--- config.mk ---
export PLATFORM = sky130hd
export DESIGN_NAME = ladybird_bus_wait_bridge_flat
export DESIGN_NICKNAME = d
export VERILOG_FILES = /design/src/rtl/ladybird_bus_pkg.sv /design/src/rtl/ladybird_bus_wait_bridge_if.sv /design/src/rtl/ladybird_bus_wait_bridge.sv /design/src/flat_wrapper.sv
export SDC_FILE = /design/constraint.sdc
export NUM_CORES = 1
export LEC_CHECK = 0
export CORE_UTILIZATION = 50
export CTS_BUF_LIST = sky130_fd_sc_hd__clkbuf_16
export DETAILED_ROUTE_END_ITERATION = 16
export GPL_TIMING_DRIVEN = 0
export PLACE_DENSITY = 0.8
export SLEW_MARGIN = 20
export SYNTH_ARGS = -nofsm -noshare
export SYNTH_HDL_FRONTEND = slang
export SYNTH_SLANG_ARGS = --single-unit
--- constraint.sdc ---
create_clock -name clk -period 5.1 [get_ports clk]
set_input_delay 1.02 -clock clk [delete_from_list [all_inputs] [get_ports clk]]
set_output_delay 1.02 -clock clk [all_outputs]
set_load 0.005 [all_outputs]
--- src/rtl/ladybird_bus_pkg.sv ---
// Shared types for the ladybird bus and the wait-state bridge.
//   bus_request_s  : one ladybird bus request (also used by the arbitrator)
//   bridge_state_e : bridge control states
//   DEFAULT_ERR_DATA, TIMEOUT_CNT_W : bridge defaults
package ladybird_bus_pkg;

  typedef struct packed {
    logic        req;
    logic [3:0]  wstrb;   // 0 = read
    logic [31:0] addr;
    logic [31:0] data;
  } bus_request_s;

  typedef enum logic [2:0] {
    IDLE,
    WCMD,
    RCMD,
    RWAIT,
    RGNT
  } bridge_state_e;

  localparam logic [31:0] DEFAULT_ERR_DATA = 32'hDEAD_BEEF;

  // Wide enough for TIMEOUT up to 65535.
  localparam int TIMEOUT_CNT_W = 16;

endpackage

--- src/rtl/ladybird_bus_wait_bridge_if.sv ---
// Ladybird bus as seen between the arbitrator (master) and a slave.
//   req/wstrb/addr/wdata : held by the master until gnt
//   gnt                  : request accepted this cycle
//   data_gnt/rdata       : response, one cycle after gnt
interface ladybird_bus_wait_bridge_if;
  logic        req;
  logic [3:0]  wstrb;
  logic [31:0] addr;
  logic [31:0] wdata;
  logic        gnt;
  logic        data_gnt;
  logic [31:0] rdata;

  modport master (
    output req, wstrb, addr, wdata,
    input  gnt, data_gnt, rdata
  );

  modport slave (
    input  req, wstrb, addr, wdata,
    output gnt, data_gnt, rdata
  );
endinterface

--- src/rtl/ladybird_bus_wait_bridge.sv ---
// Adapts the fixed-timing ladybird bus to a variable-latency ready/valid
// backend. Writes are posted (granted in IDLE, forwarded afterwards); reads
// hold gnt low until backend data is in hand, then are re-validated against
// the request still on the bus before granting.
// Ports:
//   clk, anrst (async, active-low), nrst (sync, active-low)
//   bus      : ladybird bus slave side
//   b_req/b_wstrb/b_addr/b_wdata/b_ack : backend command handshake
//   b_rvalid/b_rdata                   : backend read data, in order
//   err_o    : one-cycle pulse when a command times out
//   busy     : bridge not idle
module ladybird_bus_wait_bridge
  import ladybird_bus_pkg::*;
#(
  parameter int unsigned TIMEOUT  = 255,
  parameter logic [31:0] ERR_DATA = DEFAULT_ERR_DATA
) (
  input  logic                       clk,
  input  logic                       anrst,
  input  logic                       nrst,
  ladybird_bus_wait_bridge_if.slave  bus,
  output logic                       b_req,
  output logic [3:0]                 b_wstrb,
  output logic [31:0]                b_addr,
  output logic [31:0]                b_wdata,
  input  logic                       b_ack,
  input  logic                       b_rvalid,
  input  logic [31:0]                b_rdata,
  output logic                       err_o,
  output logic                       busy
);

  localparam logic [TIMEOUT_CNT_W-1:0] CNT_LAST = TIMEOUT_CNT_W'(TIMEOUT - 1);

  bridge_state_e             state_q;
  bus_request_s              cmd_q;       // cmd_q.req doubles as b_req
  logic [31:0]               rdata_cap_q; // read data waiting for RGNT
  logic [31:0]               rdata_q;
  logic                      data_gnt_q;
  logic                      err_q;
  logic                      orphan_q;    // one backend response still owed to an aborted read
  logic [TIMEOUT_CNT_W-1:0]  cnt_q;

  logic rst_inactive;
  logic wr_accept;
  logic rd_grant;
  logic timeout;
  logic rvalid_live;

  // NOTE: bus_gnt must be combinational (the master samples it in the same
  // cycle it presents the request); it is a pure function of registered state
  // and inputs, so no latch can form. It is masked during reset so no write
  // is acknowledged that the bridge would then forget.
  assign rst_inactive = anrst & nrst;
  assign wr_accept    = (state_q == IDLE) && bus.req && (bus.wstrb != 4'h0);
  assign rd_grant     = (state_q == RGNT) && bus.req && (bus.wstrb == 4'h0)
                        && (bus.addr == cmd_q.addr);
  assign bus.gnt      = rst_inactive & (wr_accept | rd_grant);

  // Timeout fires on the last allowed cycle; the abort is visible next cycle.
  assign timeout     = (cnt_q == CNT_LAST);
  // A response owed to an aborted read is consumed, never delivered.
  assign rvalid_live = b_rvalid & ~orphan_q;

  // NOTE: every register, data included, is reset so all outputs read 0
  // during and immediately after reset; sequential state uses non-blocking
  // assignments only, so the case branches below may read the old values.
  always_ff @(posedge clk or negedge anrst) begin
    if (!anrst) begin
      state_q     <= IDLE;
      cmd_q       <= '0;
      rdata_cap_q <= '0;
      rdata_q     <= '0;
      data_gnt_q  <= 1'b0;
      err_q       <= 1'b0;
      orphan_q    <= 1'b0;
      cnt_q       <= '0;
    end else if (!nrst) begin
      state_q     <= IDLE;
      cmd_q       <= '0;
      rdata_cap_q <= '0;
      rdata_q     <= '0;
      data_gnt_q  <= 1'b0;
      err_q       <= 1'b0;
      orphan_q    <= 1'b0;
      cnt_q       <= '0;
    end else begin
      data_gnt_q <= bus.gnt;
      err_q      <= 1'b0;

      if (wr_accept) begin
        rdata_q <= '0;
      end else if (rd_grant) begin
        rdata_q <= rdata_cap_q;
      end

      if (orphan_q && b_rvalid) begin
        orphan_q <= 1'b0;
      end

      if (state_q inside {WCMD, RCMD, RWAIT}) begin
        cnt_q <= cnt_q + 1'b1;
      end

      case (state_q)
        IDLE: begin
          if (bus.req) begin
            cmd_q   <= '{req: 1'b1, wstrb: bus.wstrb, addr: bus.addr, data: bus.wdata};
            cnt_q   <= '0;
            state_q <= (bus.wstrb != 4'h0) ? WCMD : RCMD;
          end
        end

        WCMD: begin
          if (b_ack) begin
            cmd_q.req <= 1'b0;
            state_q   <= IDLE;
          end else if (timeout) begin
            // Already acknowledged on the bus; the write is simply lost.
            cmd_q.req <= 1'b0;
            err_q     <= 1'b1;
            state_q   <= IDLE;
          end
        end

        RCMD: begin
          if (b_ack && rvalid_live) begin
            cmd_q.req   <= 1'b0;
            rdata_cap_q <= b_rdata;
            state_q     <= RGNT;
          end else if (timeout) begin
            // An ack on this very cycle still leaves a response owed.
            cmd_q.req   <= 1'b0;
            err_q       <= 1'b1;
            rdata_cap_q <= ERR_DATA;
            orphan_q    <= b_ack;
            state_q     <= RGNT;
          end else if (b_ack) begin
            cmd_q.req <= 1'b0;
            state_q   <= RWAIT;
          end
        end

        RWAIT: begin
          if (rvalid_live) begin
            rdata_cap_q <= b_rdata;
            state_q     <= RGNT;
          end else if (timeout) begin
            err_q       <= 1'b1;
            rdata_cap_q <= ERR_DATA;
            orphan_q    <= 1'b1;
            state_q     <= RGNT;
          end
        end

        // One-shot: either granted (rd_grant) or the data is dropped and the
        // current request is re-serviced from IDLE.
        RGNT:    state_q <= IDLE;
        default: state_q <= IDLE;
      endcase
    end
  end

  assign b_req        = cmd_q.req;
  assign b_wstrb      = cmd_q.wstrb;
  assign b_addr       = cmd_q.addr;
  assign b_wdata      = cmd_q.data;
  assign bus.data_gnt = data_gnt_q;
  assign bus.rdata    = rdata_q;
  assign err_o        = err_q;
  assign busy         = (state_q != IDLE);

endmodule

--- src/flat_wrapper.sv ---
// flat-port wrapper written by rule: the top's interface ports become plain ports
module ladybird_bus_wait_bridge_flat import ladybird_bus_pkg::*;
#(
  parameter int unsigned TIMEOUT  = 255,
  parameter logic [31:0] ERR_DATA = DEFAULT_ERR_DATA
)
  (clk, anrst, nrst, b_req, b_wstrb, b_addr, b_wdata, b_ack, b_rvalid, b_rdata, err_o, busy, bus_req, bus_wstrb, bus_addr, bus_wdata, bus_gnt, bus_data_gnt, bus_rdata);
  ladybird_bus_wait_bridge_if bus_i ();
  input  logic clk;
  input  logic anrst;
  input  logic nrst;
  output logic b_req;
  output logic [3:0] b_wstrb;
  output logic [31:0] b_addr;
  output logic [31:0] b_wdata;
  input  logic b_ack;
  input  logic b_rvalid;
  input  logic [31:0] b_rdata;
  output logic err_o;
  output logic busy;
  input wire logic [$bits(bus_i.req)-1:0] bus_req;
  input wire logic [$bits(bus_i.wstrb)-1:0] bus_wstrb;
  input wire logic [$bits(bus_i.addr)-1:0] bus_addr;
  input wire logic [$bits(bus_i.wdata)-1:0] bus_wdata;
  output wire logic [$bits(bus_i.gnt)-1:0] bus_gnt;
  output wire logic [$bits(bus_i.data_gnt)-1:0] bus_data_gnt;
  output wire logic [$bits(bus_i.rdata)-1:0] bus_rdata;
  assign bus_i.req = bus_req;
  assign bus_i.wstrb = bus_wstrb;
  assign bus_i.addr = bus_addr;
  assign bus_i.wdata = bus_wdata;
  assign bus_gnt = bus_i.gnt;
  assign bus_data_gnt = bus_i.data_gnt;
  assign bus_rdata = bus_i.rdata;
  ladybird_bus_wait_bridge #(.TIMEOUT(TIMEOUT), .ERR_DATA(ERR_DATA)) u_core (.clk(clk), .anrst(anrst), .nrst(nrst), .bus(bus_i), .b_req(b_req), .b_wstrb(b_wstrb), .b_addr(b_addr), .b_wdata(b_wdata), .b_ack(b_ack), .b_rvalid(b_rvalid), .b_rdata(b_rdata), .err_o(err_o), .busy(busy));
endmodule
Word-level counts from Yosys, hierarchy flattened

Cells that the tools add are included.

Output and inout bits: 105
Register bits after elaboration: 155
Memories kept: 0
Word-level logic and storage cells: 93
ROM bits: 0
Bits in writable memories: 0
Latch bits: 0

Shifts and indexed selects: 0
Reduce and logical (&&, ||, !) cells: 15
$mul: 0
Bitwise operators: 5
Muxes and demuxes: 46
Div/mod/pow operators: 0
Eq/ne operators: 15
Order comparisons: 0
$add $sub $neg: 1

Operators with widths:

| kind                  | count |
|---|---|
| $mux 32               | 7 |
| $mux 69               | 2 |
| $mux 68               | 1 |
| $mux 16               | 4 |
| $pmux 32 s2           | 1 |
| $eq 32x32->1          | 1 |
| $mux 3                | 9 |
| $mux 1                | 17 |
| $add 16x1->16 const B | 1 |
| $eq 16x8->1 const B   | 1 |
| $pmux 3 s4            | 1 |
| $reduce_and 4->1      | 2 |
| $logic_and 1x1->1     | 7 |
| $eq 3x2->1 const B    | 2 |
| $ne 3x1->1 const B    | 2 |
| $pmux 1 s3            | 2 |
| $reduce_bool 3->1     | 2 |
| $ne 5x4->1 const B    | 1 |
| $logic_not 4->1       | 1 |
| $ne 2x1->1 const B    | 2 |
| $ne 4x1->1 const B    | 1 |
| $ne 4x2->1 const B    | 1 |
| $ne 4x3->1 const B    | 1 |
| $reduce_bool 4->1     | 1 |
| other kinds (10)      | 12 |

Depth between registers and ports, before layout

Depth after elaboration: 7
Mapped depth: 9
Gate-level depth less buffers: 7

Worst setup path before layout

Ideal clock, no wire load.

Path kind: input to output
From: input bus_wstrb[1]
To: output bus_gnt
Arrival time: 2.683 ns
Slack: 1.397 ns
Data required time: 4.080 ns
Stages on the path: 5
Path buffers: 0
Path through: nor4_4 > nand3_1 > or4_4 > nor4_4 > o211a_1

Cells in the longest elaborated chain, start to end: 5

Ends and longest elaborated chain:

| element           | line                           | text |
|---|---|---|
| from (decl)       | flat_wrapper.sv:22             | `input wire logic [$bits(bus_i.wstrb)-1:0] bus_wstrb;` |
| $logic_not 4->1   | ladybird_bus_wait_bridge.sv:56 | `assign rd_grant = (state_q == RGNT) && bus.req && (bus.wstrb == 4'h0)` |
| $logic_and 1x1->1 | ladybird_bus_wait_bridge.sv:56 |  |
| $logic_and 1x1->1 | ladybird_bus_wait_bridge.sv:57 | `&& (bus.addr == cmd_q.addr);` |
| $or 1x1->1 *      | ladybird_bus_wait_bridge.sv:58 | `assign bus.gnt = rst_inactive & (wr_accept \| rd_grant);` |
| $and 1x1->1 *     | ladybird_bus_wait_bridge.sv:58 |  |
| to (decl)         | flat_wrapper.sv:25             | `output wire logic [$bits(bus_i.gnt)-1:0] bus_gnt;` |

Every way passes the cells marked *; elsewhere a longest branch is shown, timed or not.

Worst setup path in the final report

Same ends and word-level chain as after synthesis.

==> key figures <==
Critical path
  – Worst reg2reg setup slack: 2.54 ns
  – Endpoint class of the critical path: primary output
  – Path type of the worst setup path: in -> out
  – Worst Setup Start Kind: primary input
  – Worst path arrival time: 3.94 ns
  – CP Cell Sequence: clkdlybuf4s50_1 > nor4_4 > nand3_1 > or4_4 > nor4_4 > o211a_1 > clkdlybuf4s50_1
  – Crit path max fanout: 7
  – Slowest CP cell: nor4_4
  – Critical Path Max Stage Delay: 0.60 ns
  – Worst EP required: 4.08 ns

Floorplanning
  – Core area: 13500 um^2
  – Row cnt: 42
  – Die W: 120 um
  – Die area: 14500 um^2
  – Num ports: 211
  – Initial core utilization: 0.521
  – Vert. Die Dim: 120 um

Drt
  – DR DRC count: 0
  – Total number of vias: 5931
  – Starting DRT DRC Count: 391
  – Aggregate routed wire length: 19000 um
  – Vias per cell: 5.52
  – Routed wire per std cell: 17.7 um
  – DRT antenna net count: 0
  – TritonRoute pass-1 iters: 4

Synth
  – Syn nets: 764
  – Warning count from the yosys run: 0
  – Cells after Synth: 656
  – Seq/Total Area, Yosys: 0.553
  – Ys flop type: dfrtp_1
  – FF+latch count, synth: 155
  – Synthesized area: 7010 um^2
  – Syn avg cell area: 10.7 um^2
  – Yosys cell types: 46
  – Number of flops mapped to enable cells by yosys: 0
  – Asr flop ratio synth: 1.00

Global routing
  – First-pass GRT wire length: 30500 um
  – Vias in the first global route: 5984
  – GRT Util Overall: 0.274
  – GRT overflow: 0
  – Initial antenna violation count: 0
  – Largest net degree at the start of global routing: 93

Clock network
  – Clk_lat worst skew: 0.42 ns
  – Cts hold-fix bufs: 0
  – CTS buffer count: 17
  – H-tree lvl count: 4
  – CTS tree: done
  – Clk sinks: 155
  – Maximum clock path buffer count: 2
  – CTS root buf: clkbuf_16
  – Clock-pin slew on the worst setup and hold paths: 0.06 ns
  – Post-CTS setup buffer count: 0
  – CTS resizes: 0

Power
  – NetSw: 777 uW
  – Clock power frac: 0.408
  – Peak supply drop: 0.285 mV
  – Sw Share: 0.253
  – Leak pwr: 4.18 nW
  – Flop pwr share: 0.435
  – Internal power consumption: 2.30 mW
  – Combinational fraction of design power: 0.157
  – Pwr Density: 309 nW/um^2

Finish
  – ANT cells: 0
  – Final net count: 994
  – Layout cells sized above 1: 0.0712
  – Area Growth Syn to Fin: 41.9%
  – Final Util: 0.740

Timing
  – Crit path time final: 4.96 ns
  – Worst Skew: 0.0130 ns
  – Slew Limit Fails: 0
  – Period Utilization, post-route: 0.973
  – Worst slew pin tran: 0.714 ns
  – Final Hold Violating Endpoints: 0
  – Max-slew headroom: 0.520
  – RSZ-0062 raised after global routing: false
  – Hold slack final: 0.502 ns
  – Highest clock rate: 201 MHz
  – Final setup viols: 0

Hold path
  – Hold Path Class: reg -> reg

Placed design
  – PortBufs: 210
  – HPWL after DPL: 13900 um
  – Gpl congestion: 0.867

Status
  – Status: finished, final reports clean

Job
  – Maximum Capacitance Violations: 0
## stage by stage
step	setup WS (ns)	cells	cell area [um^2]	total power, mW	setup TNS (ns)
3_5_place_dp	0.0973	1043	9370	1.84	0
4_1_cts	0.0948	1075	9950	3.10	0
2_1_floorplan	1.40	656	7010	1.55	0
6_report	0.136	1075	9950	3.08	0
5_1_grt	0.0186	1075	9950	3.20	0
3_3_place_gp	-3.57	1042	9340	1.82	-480.61
## synth_stat cells (all sizes together) (3+ instances only)
library cell    n  area [um^2]
nand2         158          593
dfrtp         155         3880
clkbuf         45          170
a21boi         41          308
mux2i          33          330
xor2           33          289
a22o           30          263
o221a          24          270
nor2           23         86.3
xnor2          13          114
nor4           12          105
nand4           9         56.3
nor3            8         40.0
nor2b           7         43.8
a21oi           6         30.0
nand3           6         30.0
a22oi           5         37.5
o21ai           5         25.0
inv             4         15.0
or3             4         25.0
and2            3         18.8
buf             3         33.8
o2bb2ai         3         26.3
## power by group through the flow
stage	clock network [mW]	registers, mW	logic (mW)
final	1.25	1.34	0.484
after global routing	1.32	1.34	0.528
after CTS	1.27	1.34	0.488
after detailed placement	0	1.36	0.484
after global placement	0	1.35	0.469
after floorplan	0	1.35	0.195
## metal layers
| metal | wire length [um] | vias up | global-route usage |
|---|---|---|---|
| met4 | 314 | 0 | 0.0849 |
| met2 | 9120 | 231 | 0.441 |
| met1 | 8030 | 2937 | 0.346 |
| met3 | 1590 | 23 | 0.0962 |
| met5 | 0 | - | 0 |
| li1 | - | 2740 | - |
## cells by family (layout without fill, tap and decap cells)
family | Yosys count | after routing | synth area share
fa+ha+maj | 2 | 2 | 0.00357
flops | 155 | 155 | 0.553
simple gates | 242 | 242 | 0.156
xor+xnor | 46 | 46 | 0.0574
compound gates | 126 | 126 | 0.151
mux | 33 | 33 | 0.0471
buf+inv | 52 | 295 | 0.0312
## worst max-delay path: cells and delay by family
| family | cells | cell delay [ns] |
|---|---|---|
| simple gates | 4 | 1.71 |
| buf+inv | 2 | 1.00 |
| compound gates | 1 | 0.21 |
## cell type report
type	count	area [um^2]
fillers	943	3500
repair buffers	211	2130
plain buffers	48	204
clock inverters	15	160
well taps	176	220
multi-input cells	449	2920
inverters	4	15.0
flip-flops and latches	155	3880
clock buffers	17	425
## flip-flops by register name, summed over array words and instances (netlist names)
register,flops
u_core.b_wdata,32
u_core.rdata_cap_q,32
u_core.state_q,3
u_core.bus.rdata,32
u_core.b_addr,32
u_core.cnt_q,16
u_core.b_req,1
u_core.orphan_q,1
u_core.err_o,1
u_core.bus.data_gnt,1
u_core.b_wstrb,4
## final timing paths
check,startpoint,to,depth (start not counted)
min reg2reg,u_core.b_wdata[12]$_DFFE_PN0P_,u_core.b_wdata[12]$_DFFE_PN0P_,1
min,u_core.b_wdata[12]$_DFFE_PN0P_,u_core.b_wdata[12]$_DFFE_PN0P_,1
max reg2reg,u_core.state_q[0]$_DFFE_PN0P_,u_core.bus.rdata[19]$_DFFE_PN0P_,9
max,bus_wstrb[1],bus_gnt,7
min in group asynchronous,anrst,u_core.bus.rdata[28]$_DFFE_PN0P_,1
max in group asynchronous,anrst,u_core.b_addr[22]$_DFFE_PN0P_,2
## layout by cell type (no fill, tap or decap), types with 3 or more instances in the layout
cell             count
o2bb2ai_1            3
a21oi_1              6
a22o_1              30
o221a_2             24
or3_1                4
clkbuf_1            44
mux2i_1             33
nand4_1              9
nor3_1               8
nor2_1              23
and2_1               3
inv_1                8
o21ai_0              5
bufinv_16            3
nand2_1            158
xnor2_1             13
a21boi_0            41
clkbuf_16           17
buf_6                3
clkdlybuf4s50_1    209
nor4_1              10
nand3_1              6
dfrtp_1            155
xor2_1              33
a22oi_1              5
nor2b_1              7
No activity file was read; power rests on OpenSTA's default activity.
